`src/rtl/rob_param.sv`:
```
// rtl/rob_param.sv - parameterised reorder buffer: in-order allocation, multi-port writeback, dual-lane commit.
module rob_param #(
  parameter int DEPTH = 16,
  parameter int TAGW  = 4,
  parameter int DW    = 32,
  parameter int NWB   = 2
) (
  input  logic                clk,
  input  logic                rst,
  input  logic                alloc_req,
  input  logic                alloc_S,
  input  logic                alloc_ST,
  input  logic                alloc_V,
  input  logic [4:0]          alloc_rd,
  output logic                alloc_gnt,
  output logic [TAGW-1:0]     alloc_tag,
  input  logic [NWB-1:0]      wb_valid,
  input  logic [NWB*TAGW-1:0] wb_tag,
  input  logic [NWB*DW-1:0]   wb_data,
  input  logic [NWB-1:0]      wb_exc,
  input  logic                commit_allow,
  input  logic                flush,
  output logic [1:0]          commit_fire,
  output logic [2*TAGW-1:0]   commit_tag,
  output logic [1:0]          commit_S,
  output logic [1:0]          commit_ST,
  output logic [1:0]          commit_V,
  output logic [9:0]          commit_rd,
  output logic [2*DW-1:0]     commit_value,
  output logic                commit_exc,
  output logic [TAGW-1:0]     head_ptr,
  output logic [TAGW-1:0]     tail_ptr,
  output logic [TAGW:0]       count_out,
  output logic                empty,
  output logic                full,
  output logic [2*DEPTH-1:0]  dump_state
);

  typedef enum logic [1:0] {FREE = 2'b00, PEND = 2'b01, FIN = 2'b10} ent_state_t;

  ent_state_t      ent_q [DEPTH];
  logic            s_q   [DEPTH];
  logic            st_q  [DEPTH];
  logic            v_q   [DEPTH];
  logic            exc_q [DEPTH];
  logic [4:0]      rd_q  [DEPTH];
  logic [DW-1:0]   val_q [DEPTH];

  logic [TAGW-1:0] head, tail, head1;
  logic [TAGW:0]   count;
  logic            fire0, fire1, xcommit, wipe;

  assign head1 = head + TAGW'(1);
  assign empty = (count == '0);
  assign full  = (count == (TAGW+1)'(DEPTH));

  assign fire0 = (ent_q[head] == FIN) & ~empty & commit_allow & ~flush;
  // Lane 1 never carries an exception and never pairs two stores.
  assign fire1 = fire0 & (count >= (TAGW+1)'(2)) & (ent_q[head1] == FIN)
               & ~exc_q[head] & ~exc_q[head1] & ~(st_q[head] & st_q[head1]);
  assign xcommit = fire0 & exc_q[head];
  assign wipe    = rst | flush | xcommit;

  assign alloc_gnt = alloc_req & ~full & ~flush & ~xcommit;
  assign alloc_tag = tail;

  assign commit_fire  = {fire1, fire0};
  assign commit_exc   = xcommit;
  assign commit_tag   = {head1, head};
  assign commit_S     = {s_q[head1], s_q[head]};
  assign commit_ST    = {st_q[head1], st_q[head]};
  assign commit_V     = {v_q[head1], v_q[head]};
  assign commit_rd    = {rd_q[head1], rd_q[head]};
  assign commit_value = {val_q[head1], val_q[head]};

  assign head_ptr  = head;
  assign tail_ptr  = tail;
  assign count_out = count;

  for (genvar g = 0; g < DEPTH; g++) begin : g_dump
    assign dump_state[2*g +: 2] = ent_q[g];
  end

  always_ff @(posedge clk) begin
    if (alloc_gnt) begin
      ent_q[tail] <= PEND;
      s_q[tail]   <= alloc_S;
      st_q[tail]  <= alloc_ST;
      v_q[tail]   <= alloc_V;
      rd_q[tail]  <= alloc_rd;
      val_q[tail] <= '0;
      exc_q[tail] <= 1'b0;
    end
    // Ascending port order lets the highest-numbered port win a tag collision.
    for (int p = 0; p < NWB; p++) begin
      if (wb_valid[p] && ent_q[wb_tag[p*TAGW +: TAGW]] == PEND) begin
        ent_q[wb_tag[p*TAGW +: TAGW]] <= FIN;
        val_q[wb_tag[p*TAGW +: TAGW]] <= wb_data[p*DW +: DW];
        exc_q[wb_tag[p*TAGW +: TAGW]] <= wb_exc[p];
      end
    end
    // Retirement and squash clears come last so they override writebacks.
    for (int i = 0; i < DEPTH; i++) begin
      if (wipe || (fire0 && head == TAGW'(i)) || (fire1 && head1 == TAGW'(i))) begin
        ent_q[i] <= FREE;
        s_q[i]   <= 1'b0;
        st_q[i]  <= 1'b0;
        v_q[i]   <= 1'b0;
        rd_q[i]  <= '0;
        val_q[i] <= '0;
        exc_q[i] <= 1'b0;
      end
    end
    if (wipe) begin
      head  <= '0;
      tail  <= '0;
      count <= '0;
    end else begin
      head  <= head + TAGW'(fire0) + TAGW'(fire1);
      tail  <= tail + TAGW'(alloc_gnt);
      count <= count + (TAGW+1)'(alloc_gnt) - (TAGW+1)'(fire0) - (TAGW+1)'(fire1);
    end
  end

endmodule

```
`config.mk`:
```
export PLATFORM = sky130hd
export DESIGN_NAME = rob_param
export DESIGN_NICKNAME = d
export VERILOG_FILES = /design/src/rtl/rob_param.sv
export SDC_FILE = /design/constraint.sdc
export NUM_CORES = 2
export LEC_CHECK = 0
export ABC_AREA = 1
export BUFFER_PORTS_ARGS = -buffer_cell sky130_fd_sc_hd__buf_2
export CELL_PAD_IN_SITES_DETAIL_PLACEMENT = 0
export CELL_PAD_IN_SITES_GLOBAL_PLACEMENT = 2
export CORE_UTILIZATION = 31
export DETAILED_ROUTE_END_ITERATION = 16
export PLACE_DENSITY = 0.88
export SLEW_MARGIN = 20
export SYNTH_ARGS = -nofsm -noshare
export SYNTH_HDL_FRONTEND = slang
export SYNTH_SLANG_ARGS = --single-unit
```
`constraint.sdc`:
```
create_clock -name clk -period 5.24 [get_ports clk]
set_clock_uncertainty 0.15 [all_clocks]
set_input_delay 0.524 -clock clk [delete_from_list [all_inputs] [get_ports clk]]
set_output_delay 0.524 -clock clk [all_outputs]
set_load 0.05 [all_outputs]
```
# After elaboration in Yosys (flattened, before gate mapping)

Memory sizes are Yosys's and may differ from the RTL's. A register that Yosys moved wholly into a read port is not among the register bits.
Index checks and enable logic that the tools add are counted.

Add/subtract/negate cells: 7
Order comparisons: 1
Equality and inequality tests: 35
Muxes and demuxes: 45
Bitwise logic cells: 22
Reduce and logical (&&, ||, !) cells: 69

Operator list:

| cell                | number |
|---|---|
| $eq 4x4->1 const B  | 16 |
| $mux 1              | 38 |
| $logic_and 1x1->1   | 34 |
| $eq 4x3->1 const B  | 8 |
| $logic_or 1x1->1    | 32 |
| $mux 4              | 7 |
| $eq 4x2->1 const B  | 4 |
| $and 1x1->1         | 13 |
| $add 4x1->4         | 3 |
| $sub 5x1->5         | 2 |
| $eq 4x1->1 const B  | 2 |
| $logic_not 4->1     | 2 |
| $not 1->1           | 7 |
| $add 5x1->5         | 1 |
| $eq 5x5->1 const B  | 1 |
| $ge 5x2->1 const B  | 1 |
| $logic_not 5->1     | 1 |
| $add 4x1->4 const B | 1 |
| $eq 2x1->1 const B  | 2 |
| $eq 2x2->1 const B  | 2 |
| $or 1x1->1          | 2 |

Bits in registers: 13
Memory bits (writable): 688
Input port bits: 89
Word-level logic and storage cells: 189
Memories: 7

Memory list:

| name        | words | width | read ports | clocked after memory_dff | write ports | RTL line | source |
|---|---|---|---|---|---|---|---|
| val_q       | 16    | 32    | 2          | 1                        | 19          | 47       | `logic [DW-1:0] val_q [DEPTH];` |
| rd_q        | 16    | 5     | 2          | 1                        | 17          | 46       | `logic [4:0] rd_q [DEPTH];` |
| ent_q       | 16    | 2     | 20         | 1                        | 19          | 41       | `ent_state_t ent_q [DEPTH];` |
| exc_q       | 16    | 1     | 2          | 1                        | 19          | 45       | `logic exc_q [DEPTH];` |
| s_q         | 16    | 1     | 2          | 1                        | 17          | 42       | `logic s_q [DEPTH];` |
| st_q        | 16    | 1     | 2          | 1                        | 17          | 43       | `logic st_q [DEPTH];` |
| +1 memories | -     | -     | -          | -                        | -           | -        |  |

# Logic depth before layout (Yosys ltp)

Word-level depth: 14
Gate-level depth with buffers: 30
Mapped depth without buffers: 21

# Worst setup path after synthesis

No wires, ideal clock.

Path type: register to register
Start point: register head[0], in the netlist head_ptr[0]
End point: register count[3], in the netlist count_out[3]
Data arrival time: 5628 ps
Required time: 4974 ps
Slack: -655 ps
Cell stages (with the launch flop): 29
Buffers on the path: 9
Period minus slack after synthesis: 5895 ps
Path through: dfxtp_1 -> buf_6 -> inv_8 -> buf_8 -> buf_6 -> buf_2 -> clkbuf_1 -> clkbuf_1 -> ha_1 -> buf_4 -> inv_1 -> buf_2 -> a21oi_1 -> o21ai_1 -> a21oi_2 -> nor2_4 -> nand3_4 -> nor2_8 -> buf_12 -> nand2_1 -> fa_1 -> inv_1 -> ha_1 -> inv_1 -> ha_1 -> inv_1 -> fa_1 -> xnor2_1 -> nor2_1

Word-level cells in the longest chain between the ends: 8
Elaborated cells between the ends (all ways): 13

Ends and longest elaborated chain:

| element                   | RTL line | source |
|---|---|---|
| from (decl)               | 49       | `logic [TAGW-1:0] head, tail, head1;` |
| from (signal assigned)    | 119      | `head <= head + TAGW'(fire0) + TAGW'(fire1);` |
| $add 4x1->4 *             | 53       | `assign head1 = head + TAGW'(1);` |
| named net commit_tag[4]   | 24       | `output logic [2*TAGW-1:0] commit_tag,` |
| $mem_v2 16x2              | -        |  |
| $eq 2x2->1                | 59       | `assign fire1 = fire0 & (count >= (TAGW+1)'(2)) & (ent_q[head1] == FIN)` |
| $and 1x1->1               | 59       |  |
| $and 1x1->1 (2 in series) | 60       | `& ~exc_q[head] & ~exc_q[head1] & ~(st_q[head] & st_q[head1]);` |
| $and 1x1->1 *             | 60       |  |
| $sub 5x1->5 *             | 121      | `count <= count + (TAGW+1)'(alloc_gnt) - (TAGW+1)'(fire0) - (TAGW+1)'(fire1);` |
| to (signal assigned)      | 121      |  |
| to (decl)                 | 50       | `logic [TAGW:0] count;` |

Mark *: on every way through the listed nets, which the timed path passes. The rest lies on a longest branch.
A chain may end at the register's enable or synchronous reset.

# Worst setup path after layout

Start point: register head[0], in the netlist head_ptr[0]
End point: output port commit_value[38]

Word-level cells in the longest chain between the ends: 2

Ends and longest elaborated chain:

| element       | RTL line | source |
|---|---|---|
| $add 4x1->4   | 53       |  |
| $mem_v2 16x32 | -        |  |
| to (decl)     | 29       | `output logic [2*DW-1:0] commit_value,` |

No other way between the ends.

==> impl_metrics.csv <==
group,metric,value,unit
run_status,status,"finished, violations left",
run_status,violations,"design-rule violations",
critical_path,worstPathArrival,4.42,ns
critical_path,worstPathCellList,"clkinv_16, ha_4, buf_16, buf_6, a21oi_1, o21ai_0, o21ai_0, a22oi_1, nand3_1, buf_12",
drt,first_pass_iters,13,
grt,grt_pass1_wl,393.8,mm
cells_and_area,drive_gt1_share,14.16,%
timing,relSlewSlack,18.06,%
synth,synth_area_leader_cell,"dfxtp_1",
drt,drtAntennaViolNets,0,
synth,synth_edf_count,0,
floorplanning,placeableCoreArea,165000,um2
timing,period_needed,5.092,ns
placed_design,numPortBuffers,231,
cts,root_buffer,"clkbuf_16",
cells_and_area,num-fill-cells,17897,
timing,rsz0062_at_grt,"no",
cells_and_area,final_cells,10022,
grt,grt.total_usage,31.45,%
floorplanning,die_y,409.6,um
timing,finalSetupViolCount,0,
power_and_ir_drop,leakagePower,19.53,nW
cells_and_area,seq_area,14040,um2
drt,drt_iter0_markers,9338,
synth,synth.avg_cell_area,6.323,um2
critical_path,crit_family,"buffers and inverters",
synth,synth-seq-cells,701,
critical_path,path_class,"reg2out",
critical_path,critPathMaxStageDelay,0.51,ns
floorplanning,die-area,167800,um2
cts,cts_tree,"built",
critical_path,path_common_cell,"o21ai_0",
drt,drt_wl_total,276.6,mm
power_and_ir_drop,pwr_density_cell,233.2,nW/um2
floorplanning,die_x,409.6,um
floorplanning,ios,232,
synth,syn_inst,8147,
cells_and_area,syn_to_final_growth,7.437,%
critical_path,cp_num_buf_inv,4,
drt,drt-vias-per-instance,6.002,
placed_design,dp.cells,9852,
cts,holdBufCountCts,0,
grt,grt_pass1_vias,53197,
grt,grt_overflow_total,0,
critical_path,startpoint_type,"flop",
critical_path,cp.required,4.57,ns
cts,htree_levels,3,
placed_design,dp_hpwl,172.1,mm
critical_path,r2r_slack,0.79,ns
cts,clock_latency,0.72,ns
synth,ys_top_cells_by_count,"nand2_1, nor2_1, o21ai_0",
cts,path_clk_slew,0.06,ns
timing,tns,0,ns
synth,yosys_most_used_dff,"dfxtp_1",
critical_path,crit_fanout,151,
synth,ys_seq_area_share,27.24,%
timing,finalCritPeriodShare,97.17,%
critical_path,cp_slowest_cell,"buf_16",
cts,cts_buffers,88,
job,max-cap-violations,0,
floorplanning,initial_core_util,31.22,%
synth,synth.distinct_cells,43,
cts,cts_buffer_depth,3,
worst_hold_path,min_path_type,"in2reg",
timing,hold_viol,0,
critical_path,critPathCaptureType,"primary output",
synth,synthTopCellsByArea,"dfxtp_1, nand2_1, nor2_1, o21ai_0, nand3_1",
floorplanning,num_rows,149,
synth,netlist.area_leader.share,27.24,%
drt,vias,60153,
cts,numClockSinks,701,
cells_and_area,multiInputGateArea,31440,um2
drt,drc,36,
synth,yosysMostFrequentCell,"nand2_1",
power_and_ir_drop,peakVddDrop,0.2657,mV
timing,fmaxAchievable,196.4,MHz
drt,post_drt_wl_per_cell,27.60,um
synth,synth_nets,8255,
timing,slew_viol_final,0,
cells_and_area,fin_nets,7861,
synth,synth.cell_area,51510,um2
timing,worstMarginPinSlew,1.229,ns
placed_design,gp_congestion,0.9457,
grt,antenna_found_initial,21,
synth,synthArstFlopShare,0,%
synth,yosysWarnings,0,
grt,grt_max_degree,225,
state kept, by name, indices dropped and copies added, names as in the netlist:
signal,flops
alloc_tag,4
count_out,5
ent_q,32
exc_q,16
head_ptr,4
rd_q,80
s_q,16
st_q,16
v_q,16
val_q,512
worst paths after layout:
check,to,from,depth (start not counted)
max reg2reg,count_out[3],head_ptr[0],21
min reg2reg,rd_q[13][2],rd_q[13][2],2
max,commit_value[38],head_ptr[0],10
min,st_q[11],alloc_ST,3
placed cells by master (no fill, tap or decap), types with 23 or more instances in the layout:
cell and n:
a21oi_2 413, nor2_4 40, nand4_1 570, a21oi_1 593, dfxtp_1 699, a22oi_1 40, nand2_1 1425, clkbuf_1 24
buf_4 126, nand3_2 23, clkbuf_16 91, buf_2 208, inv_1 295, o21ai_0 944, inv_2 24, buf_12 37
nor2_2 31, nand3_1 765, nor2_1 1288
power breakdown:
part           switching, mW  internal [mW]  leakage, nW
Combinational          0.818          0.120         12.4
Sequential           0.00362           5.33         5.64
Clock                   2.82           3.81         1.47
Total                   3.64           9.26         19.5
per-stage QoR:
| stage | util (%) | hold WS, ns | instance area, um2 | setup WS, ns | total power [mW] |
|---|---|---|---|---|---|
| 6_report | 33.54 | 0.1560 | 55340 | 0.1482 | 12.91 |
| 5_1_grt | 33.53 | 0.1595 | 55320 | 0.02424 | 13.13 |
| 4_1_cts | 33.52 | 0.1224 | 55300 | 0.1263 | 12.87 |
| 3_5_place_dp | 31.70 | 0.3084 | 52300 | 0.8601 | 6.341 |
| 3_3_place_gp | 31.70 | 0.3025 | 52300 | 0.8344 | 6.337 |
| 2_1_floorplan | - | 0.2919 | 51530 | 0.002138 | 6.030 |
cell families after synthesis:
| logic type | synth area share (%) |
|---|---|
| AOI/OAI and AO/OA | 22.90 |
| xor gates and xnor gates | 0.1385 |
| adders and majority gates | 0.5052 |
| buffers and inverters | 12.05 |
| DFF | 27.24 |
| and+or+nand+nor | 37.17 |
per-layer routing:
metal  track usage, %  share of wire, %  vias to the layer above
met4            13.00               4.4                       20
met2            44.77                41                     4131
met1            42.91                41                    28595
met3            10.32                13                      669
met5           0.8046             0.097                        -
li1                 -                 -                    26738
tightest hold or removal path: stages:
cell	delay, ns
buf_2	0.24
nand3_1	0.14
a21oi_1	0.06
cell type report:
type	count	area share, %
Sequential cell	701	25.37
Multi-Input combinational cell	6246	56.80
Tap cell	2189	4.949
Antenna cell	9	0.04069
Clock inverter	24	0.6082
Clock buffer	137	4.825
Timing Repair Buffer	375	5.039
Inverter	341	2.367
what timing repair did:
action / 4_1_cts / 5_1_grt
buffers inserted: 0 / 0
resized for setup: 0 / 4
endpoints found under the setup margin: 0 / 8
(Power assumes the default switching activity.)
